--- config.mk ---
export PLATFORM = sky130hd
export DESIGN_NAME = sha_msg_padder
export DESIGN_NICKNAME = d
export VERILOG_FILES = /design/src/rtl/sha_pkg.sv /design/src/rtl/sha_msg_padder.sv
export SDC_FILE = /design/constraint.sdc
export NUM_CORES = 1
export LEC_CHECK = 0
export BUFFER_PORTS_ARGS = -buffer_cell sky130_fd_sc_hd__buf_2
export CORE_UTILIZATION = 54
export DETAILED_ROUTE_END_ITERATION = 7
export HOLD_SLACK_MARGIN = 0.05
export PLACE_DENSITY_LB_ADDON = 0.2
export SLEW_MARGIN = 0
export SYNTH_ARGS = -nofsm -noshare
export SYNTH_HDL_FRONTEND = slang
export SYNTH_SLANG_ARGS = --single-unit
--- constraint.sdc ---
create_clock -name usr_clk -period 3.74 [get_ports usr_clk]
set_input_delay 0.374 -clock usr_clk [delete_from_list [all_inputs] [get_ports usr_clk]]
set_output_delay 0.374 -clock usr_clk [all_outputs]
set_load 0.005 [all_outputs]
--- src/rtl/sha_pkg.sv ---
// Shared constants, state type and padding helper for the SHA-256 message padder.
package sha_pkg;

  localparam logic [7:0] PAD_BYTE    = 8'h80;
  localparam logic [6:0] LAST_SINGLE = 7'd55;
  localparam logic [6:0] BLK_BYTES   = 7'd64;

  typedef enum logic [1:0] {
    FILL = 2'd0,
    SEND = 2'd1,
    XTRA = 2'd2
  } pad_state_t;

  // c is the count of message bytes in the block. The marker lands at byte c,
  // and a shift of 512 (c == 64) leaves no marker. The length goes in only
  // when it fits behind the marker.
  function automatic logic [511:0] pad_block(input logic [511:0] blk,
                                             input logic [6:0]   c,
                                             input logic [63:0]  len);
    logic [511:0] r;
    r = blk | ({PAD_BYTE, 504'b0} >> {c, 3'b000});
    if (c <= LAST_SINGLE) r[63:0] = len;
    return r;
  endfunction

endpackage

--- src/rtl/sha_msg_padder.sv ---
// Byte-stream to padded 512-bit SHA-256 block converter with valid/ready block
// handshake and first/last block flags.
module sha_msg_padder
  import sha_pkg::*;
#(
  parameter int unsigned MSG_SIZ = 512,
  parameter int unsigned BYTE_W  = 8,
  parameter int unsigned LEN_W   = 64
) (
  input  logic               usr_clk,
  input  logic               usr_reset,
  input  logic [BYTE_W-1:0]  i_data,
  input  logic               i_data_valid,
  input  logic               i_data_last,
  output logic               o_data_ready,
  output logic [MSG_SIZ-1:0] o_blk,
  output logic               o_blk_valid,
  input  logic               i_blk_ready,
  output logic               o_blk_first,
  output logic               o_blk_last
);

  pad_state_t         state_q, state_d;
  logic [MSG_SIZ-1:0] buf_q, buf_d;
  logic [5:0]         idx_q, idx_d;
  logic [LEN_W-1:0]   len_q, len_d;
  logic               first_q, first_d;
  logic               extra_q, extra_d;
  logic               mark_q, mark_d;
  logic               last_q, last_d;
  logic               bfirst_q, bfirst_d;

  logic [MSG_SIZ-1:0] wbuf;
  logic [6:0]         c;

  always_ff @(posedge usr_clk) begin
    if (usr_reset) begin
      state_q  <= FILL;
      buf_q    <= '0;
      idx_q    <= '0;
      len_q    <= '0;
      first_q  <= 1'b1;
      extra_q  <= 1'b0;
      mark_q   <= 1'b0;
      last_q   <= 1'b0;
      bfirst_q <= 1'b0;
    end else begin
      state_q  <= state_d;
      buf_q    <= buf_d;
      idx_q    <= idx_d;
      len_q    <= len_d;
      first_q  <= first_d;
      extra_q  <= extra_d;
      mark_q   <= mark_d;
      last_q   <= last_d;
      bfirst_q <= bfirst_d;
    end
  end

  always_comb begin
    state_d  = state_q;
    buf_d    = buf_q;
    idx_d    = idx_q;
    len_d    = len_q;
    first_d  = first_q;
    extra_d  = extra_q;
    mark_d   = mark_q;
    last_d   = last_q;
    bfirst_d = bfirst_q;
    // Buffer bytes beyond idx are always zero, so OR-ing the byte in is enough.
    wbuf     = buf_q | ({i_data, {(MSG_SIZ-BYTE_W){1'b0}}} >> {idx_q, 3'b000});
    c        = {1'b0, idx_q} + 7'd1;

    o_data_ready = (state_q == FILL);
    o_blk_valid  = (state_q != FILL);

    case (state_q)
      FILL: begin
        if (i_data_valid) begin
          len_d    = len_q + LEN_W'(8);
          idx_d    = idx_q + 6'd1;
          bfirst_d = first_q;
          if (i_data_last) begin
            buf_d   = pad_block(wbuf, c, len_d);
            state_d = SEND;
            if (c <= LAST_SINGLE) begin
              last_d = 1'b1;
            end else begin
              last_d  = 1'b0;
              extra_d = 1'b1;
              mark_d  = (c == BLK_BYTES);
            end
          end else begin
            buf_d = wbuf;
            if (idx_q == 6'd63) begin
              state_d = SEND;
              last_d  = 1'b0;
            end
          end
        end
      end
      SEND: begin
        if (i_blk_ready) begin
          if (extra_q) begin
            buf_d    = {(mark_q ? PAD_BYTE : 8'h00),
                        {(MSG_SIZ-BYTE_W-LEN_W){1'b0}}, len_q};
            extra_d  = 1'b0;
            bfirst_d = 1'b0;
            last_d   = 1'b1;
            state_d  = XTRA;
          end else if (last_q) begin
            buf_d    = '0;
            idx_d    = '0;
            len_d    = '0;
            first_d  = 1'b1;
            last_d   = 1'b0;
            bfirst_d = 1'b0;
            state_d  = FILL;
          end else begin
            buf_d    = '0;
            idx_d    = '0;
            first_d  = 1'b0;
            bfirst_d = 1'b0;
            state_d  = FILL;
          end
        end
      end
      XTRA: begin
        if (i_blk_ready) begin
          buf_d    = '0;
          idx_d    = '0;
          len_d    = '0;
          first_d  = 1'b1;
          last_d   = 1'b0;
          bfirst_d = 1'b0;
          state_d  = FILL;
        end
      end
      default: state_d = FILL;
    endcase
  end

  assign o_blk       = buf_q;
  assign o_blk_first = bfirst_q;
  assign o_blk_last  = last_q;

endmodule

==> results of run 1 <==
Yosys cell counts, types with 23 or more instances:
cell type and n:
a21oi_1 597, dfxtp_1 586, nor2_1 559, clkbuf_1 166, nand2_1 90, o21ai_0 83, and2_1 58, buf_2 55
nand3_1 52, nor3_1 45, and3_1 37, or3_1 32, xnor2_1 27, a31oi_1 23
flip-flops by register name, indices dropped and copies added, names as in the netlist:
name         count
o_blk          512
o_blk_first      1
idx_q            6
o_blk_last       1
len_q           61
state_q          2
extra_q          1
first_q          1
mark_q           1
cells by family (layout without fill, tap and decap cells):
| group | after synthesis | count (layout) | synth area share [%] |
|---|---|---|---|
| adders and majority gates | 11 | 11 | 0.610 |
| xor gates and xnor gates | 47 | 47 | 1.82 |
| DFF | 586 | 586 | 52.0 |
| AOI/OAI and AO/OA | 831 | 831 | 20.3 |
| buffers and inverters | 274 | 717 | 5.16 |
| other | 0 | 1 | 0 |
| muxes | 8 | 8 | 0.388 |
| and+or+nand+nor | 972 | 972 | 19.7 |
power by group through the flow:
stage / Clock, mW / Sequential [mW] / Combinational (mW)
after global placement: 0 / 6.55 / 1.28
after CTS: 6.04 / 6.41 / 1.31
final: 6.03 / 6.41 / 1.35
after floorplan: 0 / 6.52 / 0.800
after detailed placement: 0 / 6.55 / 1.30
after global routing: 6.29 / 6.42 / 1.42
area by class of cell:
cell class	count	area, sq um
Antenna cell	1	2.50
Clock buffer	79	1630
Clock inverter	26	330
Fill cell	3418	13600
Inverter	16	60.1
Multi-Input combinational cell	1869	9730
Sequential cell	586	11700
Tap cell	532	666
Timing Repair Buffer	596	3290
path summary, 6_finish.rpt:
check	end	slack, ns	depth (start not counted)
worst max-delay path	len_q[61]$_SDFFE_PP0P_	0.39	7
worst min-delay path	o_blk_first$_SDFFE_PP0P_	0.19	2
worst max register to register	len_q[61]$_SDFFE_PP0P_	0.39	7
worst min register to register	o_blk[47]$_SDFFE_PP0P_	0.46	2
layer usage:
layer | global-route usage [%] | share of wire, %
met4 | 23.8 | 6.5
met5 | 0 | 0
met3 | 10.4 | 11
met2 | 60.1 | 44
met1 | 49.4 | 38
critical path, cell delays in order, from the launching register on:
cell and delay (ns):
dfxtp_1 0.45, ha_1 0.29, and4_1 0.43, nand4_4 0.24
or4_1 0.83, or2_1 0.36, or4_1 0.48, a21oi_1 0.18
metrics by stage:
step / cells / power [mW] / setup WS [ns] / instance area [sq um] / util [%]
2_1_floorplan: 2729 / 7.32 / 0.994 / 22600 / -
3_3_place_gp: 3599 / 7.82 / 0.578 / 25500 / 62.1
3_5_place_dp: 3599 / 7.85 / 0.444 / 25500 / 62.1
4_1_cts: 3704 / 13.8 / 0.420 / 27400 / 66.9
5_1_grt: 3705 / 14.1 / 0.219 / 27400 / 66.9
6_report: 3705 / 13.8 / 0.389 / 27400 / 66.9
placed cells by master (no fill, tap or decap), drive strengths merged, types with 6 or more instances in the layout:
cell	instances
nand2	90
a21o	13
clkbuf	79
a21oi	598
nand4	19
buf	596
bufinv	6
nor2	561
ha	11
nor4	10
nand3	52
and3	37
inv	15
a22oi	20
dfxtp	586
xor2	20
clkinv	17
a221oi	17
mux2	6
or4	9
nand3b	13
nor2b	8
and2	62
o21ai	89
xnor2	27
or3	32
nor3	49
and4	15
a31oi	23
a211oi	14
a22o	8
==> summary.md, run 1 <==
The post-synthesis async set-or-reset flop share was 0%; the total CTS buffers was 57. For the pin with the worst max-slew slack, the measured transition is 1.06 ns. Summing over every cut layer, the via total after detailed routing is 22800. After synthesis, the largest area contributor takes up 52.0% of total cell area. Headroom to the max-slew limit came out at 28.8%. For the number of antenna violations at the first check in global routing, the log shows 2.

The final number of hold-violating endpoints is 0. Library cell occupying the most area in the post-synthesis netlist: dfxtp_1. The worst setup path is launched from a flop. The tools report the combinational share of power as 9.8%. The worst hold path begins at usr_reset.

The post-synthesis area per instance is 8.27 sq um, and the clock sink total is 586. The share of synthesized area occupied by flip-flops and latches is 52.0%, and the number of synthesized flops with an enable pin is 0. The number of global-route vias before repair was 20900; the boundary pin count was 529. The first global-routing pass estimated 127000 microns of wire. The hold slack is 0.185 ns. The H-tree was split into 2 levels.

The layout net count was 3150. Summing every instance area after synthesis gives 22600 sq um. Counting every net in the synthesized netlist gives 2753.

The die is 206 microns tall. After floorplanning, the core was sized to cover 41000 sq um. Ranked by total cell area, the synthesized netlist is headed by dfxtp_1 52%, a21oi_1 13%, nor2_1 9.3%. Setup repair after global routing left no endpoint under its margin. After clock tree synthesis, the setup repair step added 0 buffers.

The logs give 87000 microns for the total detailed-routing wirelength and 0 for the number of setup violations in the final report. Routability-driven placement finished with a final weighted congestion of 0.980. In this run the power density over the cells is 503 nW/um^2. Clock transition at the register clock pins on the worst setup and hold paths after CTS: 0.07 ns. Sequential cells burn 46.5% of the power. The floorplan step defined a die boundary enclosing 42600 sq um. STA puts the critical path data required time at 4.27 ns. Data on the critical path arrives at its endpoint at 3.89 ns.

The synthesized design contains 586 register bits. TritonCTS built the clock tree. For the hold buffer count at cts, the log shows 0. The synthesized instance count was 2729; the number of rows created at floorplan was 74. The minimum clock period after layout works out to 3.35 ns. Entering global routing, the biggest net connects 106 pins.

The highest achievable clock rate is 298 MHz. The class of the most critical hold timing path is in -> reg. Detailed placement finished with a half-perimeter wire length of 59600 microns.

The die is 206 microns wide. For this configuration, the core starts out at a cell density of 55.0%. The run finished, with violations left. The analysis attributes to cell leakage a power of 11.9 nW. The total routing resource utilization after global routing was 39.3%; the Yosys warning count was 0.

Buffers placed on the I/O ports in this run total 528. In this run, distinct cell masters in the synthesized netlist total 71. The run gives 0.0134 ns as the clock skew after layout.

The run gives 0 ns as the post-route setup TNS. The synthesis-to-finish area growth was 21.6%. Clock latency on the worst-skew pair, taken at its later pin, is 0.62 ns. In this run the worst setup path begins at len_q[3]$_SDFFE_PP0P_.

The routed length per placed instance is 23.5 microns. For this run, design rule violations remaining after detail routing come to 18. The most used flip-flop cell after synthesis is dfxtp_1. The tools report the endpoint type of the worst setup path as a flop. The length of the first detailed-routing pass in iterations came out at 8. In this run the critical register-to-register path is launched from len_q[3]$_SDFFE_PP0P_. The largest vdd supply drop is 398 uV. Maximum buffer depth of the clock tree: 3. The share of total power consumed by net switching was 26.4%; the number of gates resized after cts was 0. In the final layout, the share of cells above drive strength 1 is 22.8%.

The first routing iteration left 2394 violations. Share of the clock period used by the worst path after layout: 89.6%. The detail route stage leaves a number of antenna-violating nets equal to 0. The checks that failed: design-rule violations. Internal power comes to 10.2 mW. For the part of the total power dissipated in the clock network, the log shows 43.7%. The tools report the buffer type at the clock tree root as clkbuf_16.

The ratio of routed vias to standard cells is 6.15. Summed over all nets, the switching power comes to 3.63 mW. The worst setup path is of the reg -> reg kind. The final count of pins violating max slew is 0, and the count of maximum capacitance violations is 0. Global routing finished with a remaining overflow of 0. The maximum fanout along the worst path is 11.
(Power assumes the default switching activity.)
==> run 2: changes to the inputs <==
--- a/config.mk
+++ b/config.mk
@@ -8,6 +8,7 @@
 export BUFFER_PORTS_ARGS = -buffer_cell sky130_fd_sc_hd__buf_2
 export CORE_UTILIZATION = 54
 export DETAILED_ROUTE_END_ITERATION = 7
+export GPL_TIMING_DRIVEN = 0
 export HOLD_SLACK_MARGIN = 0.05
 export PLACE_DENSITY_LB_ADDON = 0.2
 export SLEW_MARGIN = 0
==> summary.md, run 2 (same netlist as run 1, synthesis figures left out) <==
The clock skew after layout was 0.0267 ns (was 0.0134 ns). The post-route antenna net violation count was 0 (unchanged). The final number of hold-violating endpoints was 0 (unchanged). The pin count of the biggest net entering global routing is 17 (was 106). The logs give 11.2% (was 9.8%) for the combinational share of power and 3895 (was 3705) for the number of cells in the finished layout apart from fillers. The slack of the worst reg-to-reg path is -0.001 ns (was 0.39 ns), and the final count of pins violating max slew is 0 (unchanged). The run gives 4.29 ns (was 4.27 ns) as the data required time of the worst path.

The logs give 12.1 nW (was 11.9 nW) for the leakage power summed over all cells and 0.167 ns (was 0.185 ns) for the hold slack. The tools report the end of the worst register-to-register path as o_blk[44]$_SDFFE_PP0P_ (was len_q[61]$_SDFFE_PP0P_). The total detailed-routing wirelength came out at 103000 microns (was 87000 microns).

The type of the worst setup path is reg -> reg (unchanged). TritonCTS built the clock tree. The buffering stage count on the worst path with inverters included works out to 4 (was 0).

The logs give 41000 sq um (unchanged) for the core box area and 8 (unchanged) for the length of the first detailed-routing pass in iterations. The launch point of the worst hold path was i_blk_ready (was usr_reset). The master of the slowest instance on the critical path was nor2_1 (was or4_1). Initial DRC count: 2998 (was 2394).

The tools report the setup slack after placement as -0.290 ns (was 0.444 ns). The starting utilization of the core area was 55.0% (unchanged); the total routing resource utilization after global routing was 46.3% (was 39.3%). The cell repeated most along the worst path was clkbuf_2 (was or4_1). The logic depth of the worst register-to-register path works out to 10 (was 7). CP Cell Sequence: inv_1 -> ha_1 -> and2_1 -> clkbuf_1 -> nand2_1 -> nor2_1 -> clkbuf_2 -> clkbuf_2 -> a22oi_1 -> a21oi_1 (was ha_1 -> and4_1 -> nand4_4 -> or4_1 -> or2_1 -> or4_1 -> a21oi_1).

For the count of buffers added by post-CTS timing repair for setup, the log shows 0 (unchanged). The global-route congestion overflow total is 0 (unchanged). The tools report the total length of routed met2 wires as 44400 microns (was 38400 microns).

Setup repair after global routing left no endpoint under its margin. Delay of the slowest critical-path stage: 0.64 ns (was 0.83 ns). Startpoint of the worst-slack reg-to-reg timing path: state_q[1]$_SDFFE_PP0P_ (was len_q[3]$_SDFFE_PP0P_). The share of the clock period used by the worst path after layout was 100% (was 89.6%); the slew of the pin with the lowest slew margin was 1.34 ns (was 1.06 ns).

The class of the most critical hold timing path was in -> reg (unchanged). The tools report the layout net count as 3338 (was 3150). The run gives 25900 sq um (was 25500 sq um) as the post-place instance area.

The wire length the detailed router placed on met1 is 37500 microns (was 33000 microns). The horizontal die dimension came out at 206 microns (unchanged). The sort of element at the start of the critical path was a flop (unchanged).

The first-pass GRT wire length is 144000 microns (was 127000 microns). The synthesis-to-finish area growth was 23.8% (was 21.6%); the number of port buffers was 527 (was 528). The tools report the buffer type at the clock tree root as clkbuf_16 (unchanged).

The layout filler cell count was 3407 (was 3418). The uppermost signal routing layer after detailed routing is met5 (was met4). The tools report the H-tree depth as 2 (unchanged). The minimum clock period after layout was 3.74 ns (was 3.35 ns). The endpoint of the worst hold-timing path is extra_q$_SDFFE_PP0P_ (was o_blk_first$_SDFFE_PP0P_).

The number of instances in the placed design is 3788 (was 3599). The logs give 74 (unchanged) for the number of rows created at floorplan and 1.04 (was 0.980) for the routability congestion estimate. The clock transition at the register clock pins on the worst setup and hold paths after CTS was 0.07 ns (about the same). The run gives 13500 microns (was 9870 microns) as the met3 layer wire length in the routed design.

Floorplan die height: 206 microns (unchanged). Top library cells by usage in the layout, fill and taps aside: 597 x a21oi_1, 586 x dfxtp_1, 582 x buf_2, 559 x nor2_1, 164 x clkbuf_1 (was 597 x a21oi_1, 586 x dfxtp_1, 557 x nor2_1, 527 x buf_2, 89 x nand2_1). The tools report the cell area after layout as 27900 sq um (was 27400 sq um). The tools report the number of setup violations in the final report as 1 (was 0).

Violated checks: design-rule violations, negative setup slack (was design-rule violations). The remaining max-slew budget at the tightest pin came out at 10.1% (was 28.8%). The run gives 57 (unchanged) as the total CTS buffers. The internal power contribution is 10.3 mW (was 10.2 mW). The cell family contributing the most delay on the critical path is buffers and inverters (was simple AND/OR/NAND/NOR gates). The number of flip-flops in the largest register was 512 (unchanged); the layout cell share with drive strength beyond 1 was 21.9% (was 22.8%).

The boundary pin count is 529 (unchanged), and the storage element area is 11700 sq um (unchanged). The post-route setup TNS was -0.00126 ns (was 0 ns); the clock sink total was 586 (unchanged). Switching power total: 3.98 mW (was 3.63 mW). The sum of net half-perimeters after detailed placement is 74800 microns (was 59600 microns), and the maximum fanout along the worst path is 10 (was 11). Ratio of routed vias to standard cells: 6.28 (was 6.15). The run finished, with violations left. The share of total power consumed by net switching was 28.0% (was 26.4%). For the part of the total power dissipated in the clock network, the log shows 43.8% (was 43.7%). Number of antenna violations at the first check in global routing: 3 (was 2).

The run gives 42600 sq um (unchanged) as the area of the die. The run gives 38 (was 18) as the DRC violations left. Most frequent standard cell in the layout excluding fill and tap cells: a21oi_1 (unchanged). The cell depth of the worst hold path was 4 (was 2); the area of combinational cells with multiple inputs was 9710 sq um (was 9730 sq um).

The logs give 22500 (was 20900) for the number of global-route vias before repair and -0.00126 ns (was 0.389 ns) for the least setup slack across all paths after layout. The arrival time of the worst setup path is 4.29 ns (was 3.89 ns), and the source-to-sink clock delay at the later pin of the worst-skew pair is 0.65 ns (was 0.62 ns). Highest achievable clock rate: 267 MHz (was 298 MHz). The routed length per placed instance is 26.5 microns (was 23.5 microns). The power density over the cells is 510 nW/um^2 (was 503 nW/um^2), and the count of maximum capacitance violations is 0 (unchanged). The maximum buffer depth of the clock tree was 3 (unchanged). The tools report the total vias in the final route as 24400 (was 22800).

Largest vdd supply drop: 412 uV (was 398 uV). The endpoint type of the worst setup path was a flop (unchanged). Share of total power in sequential cells: 45.0% (was 46.5%).
==> run 2: changes by cell type in the layout (fill, tap and decap cells not counted), moves of 2 or more <==
cell / change
buf_12: -11
buf_2: +55
clkbuf_2: +16
clkbuf_1: +153
buf_1: +15
buf_4: -40
bufinv_16: +2
nor2_1: +2
==> run 2: how the worst max path moves through the flow <==
stage                     cells after the start                 endpoint                     from  slack [ns]
after floorplan                              11   o_blk[45]$_SDFFE_PP0P_    idx_q[1]$_SDFFE_PP0P_        0.99
after global placement                       11  o_blk[471]$_SDFFE_PP0P_  state_q[1]$_SDFFE_PP0P_       -0.25
after detailed placement                     11  o_blk[479]$_SDFFE_PP0P_  state_q[1]$_SDFFE_PP0P_       -0.29
after CTS                                     9   o_blk[44]$_SDFFE_PP0P_  state_q[1]$_SDFFE_PP0P_        0.02
after global routing                          9    o_blk[7]$_SDFFE_PP0P_  state_q[1]$_SDFFE_PP0P_     0.00004
final                                        10   o_blk[44]$_SDFFE_PP0P_  state_q[1]$_SDFFE_PP0P_      -0.001
==> run 2: layout make-up <==
class | instances | share of cell area [%]
diodes | 1 | 0.00895
plain buffers | 257 | 4.01
clock buffers | 78 | 5.74
clock inverters | 29 | 1.48
inverters | 16 | 0.215
multi-input cells | 1869 | 34.7
flip-flops and latches | 586 | 42.0
well taps | 532 | 2.38
repair buffers | 527 | 9.44
==> run 2: through the flow <==
step / util, % / power (mW)
after detailed placement: 63.1 / 8.04
after CTS: 68.1 / 14.1
after global placement: 63.1 / 8.01
after floorplan: - / 7.32
final: 68.1 / 14.2
after global routing: 68.1 / 14.5
==> run 2: what timing repair did <==
item | CTS | global route
endpoints found under the hold margin | 0 | 0
resized for setup | 10 | 20
hold buffers | 0 | 0
endpoints found under the setup margin | 413 | 84
pin swaps | 0 | 0
==> run 2: power groups by stage <==
stage	Sequential [mW]	Combinational (mW)	Clock, mW
4_1_cts	6.41	1.50	6.18
5_1_grt	6.41	1.63	6.41
2_1_floorplan	6.52	0.800	0
3_5_place_dp	6.54	1.49	0
6_report	6.42	1.59	6.24
3_3_place_gp	6.54	1.47	0
==> run 2: tightest hold or removal path, delay by kind of cell <==
kind / cells / cell delay (ns)
buffers and inverters: 1 / 0.13
AO/OA/AOI/OAI: 2 / 0.19
AND/OR/NAND/NOR: 1 / 0.06
==> run 2: layer usage <==
metal  vias up  track usage, %
met5         -               0
met4         4            31.9
met3       449            15.9
met2      1836            69.2
met1     11600            55.9
li1      10600               -
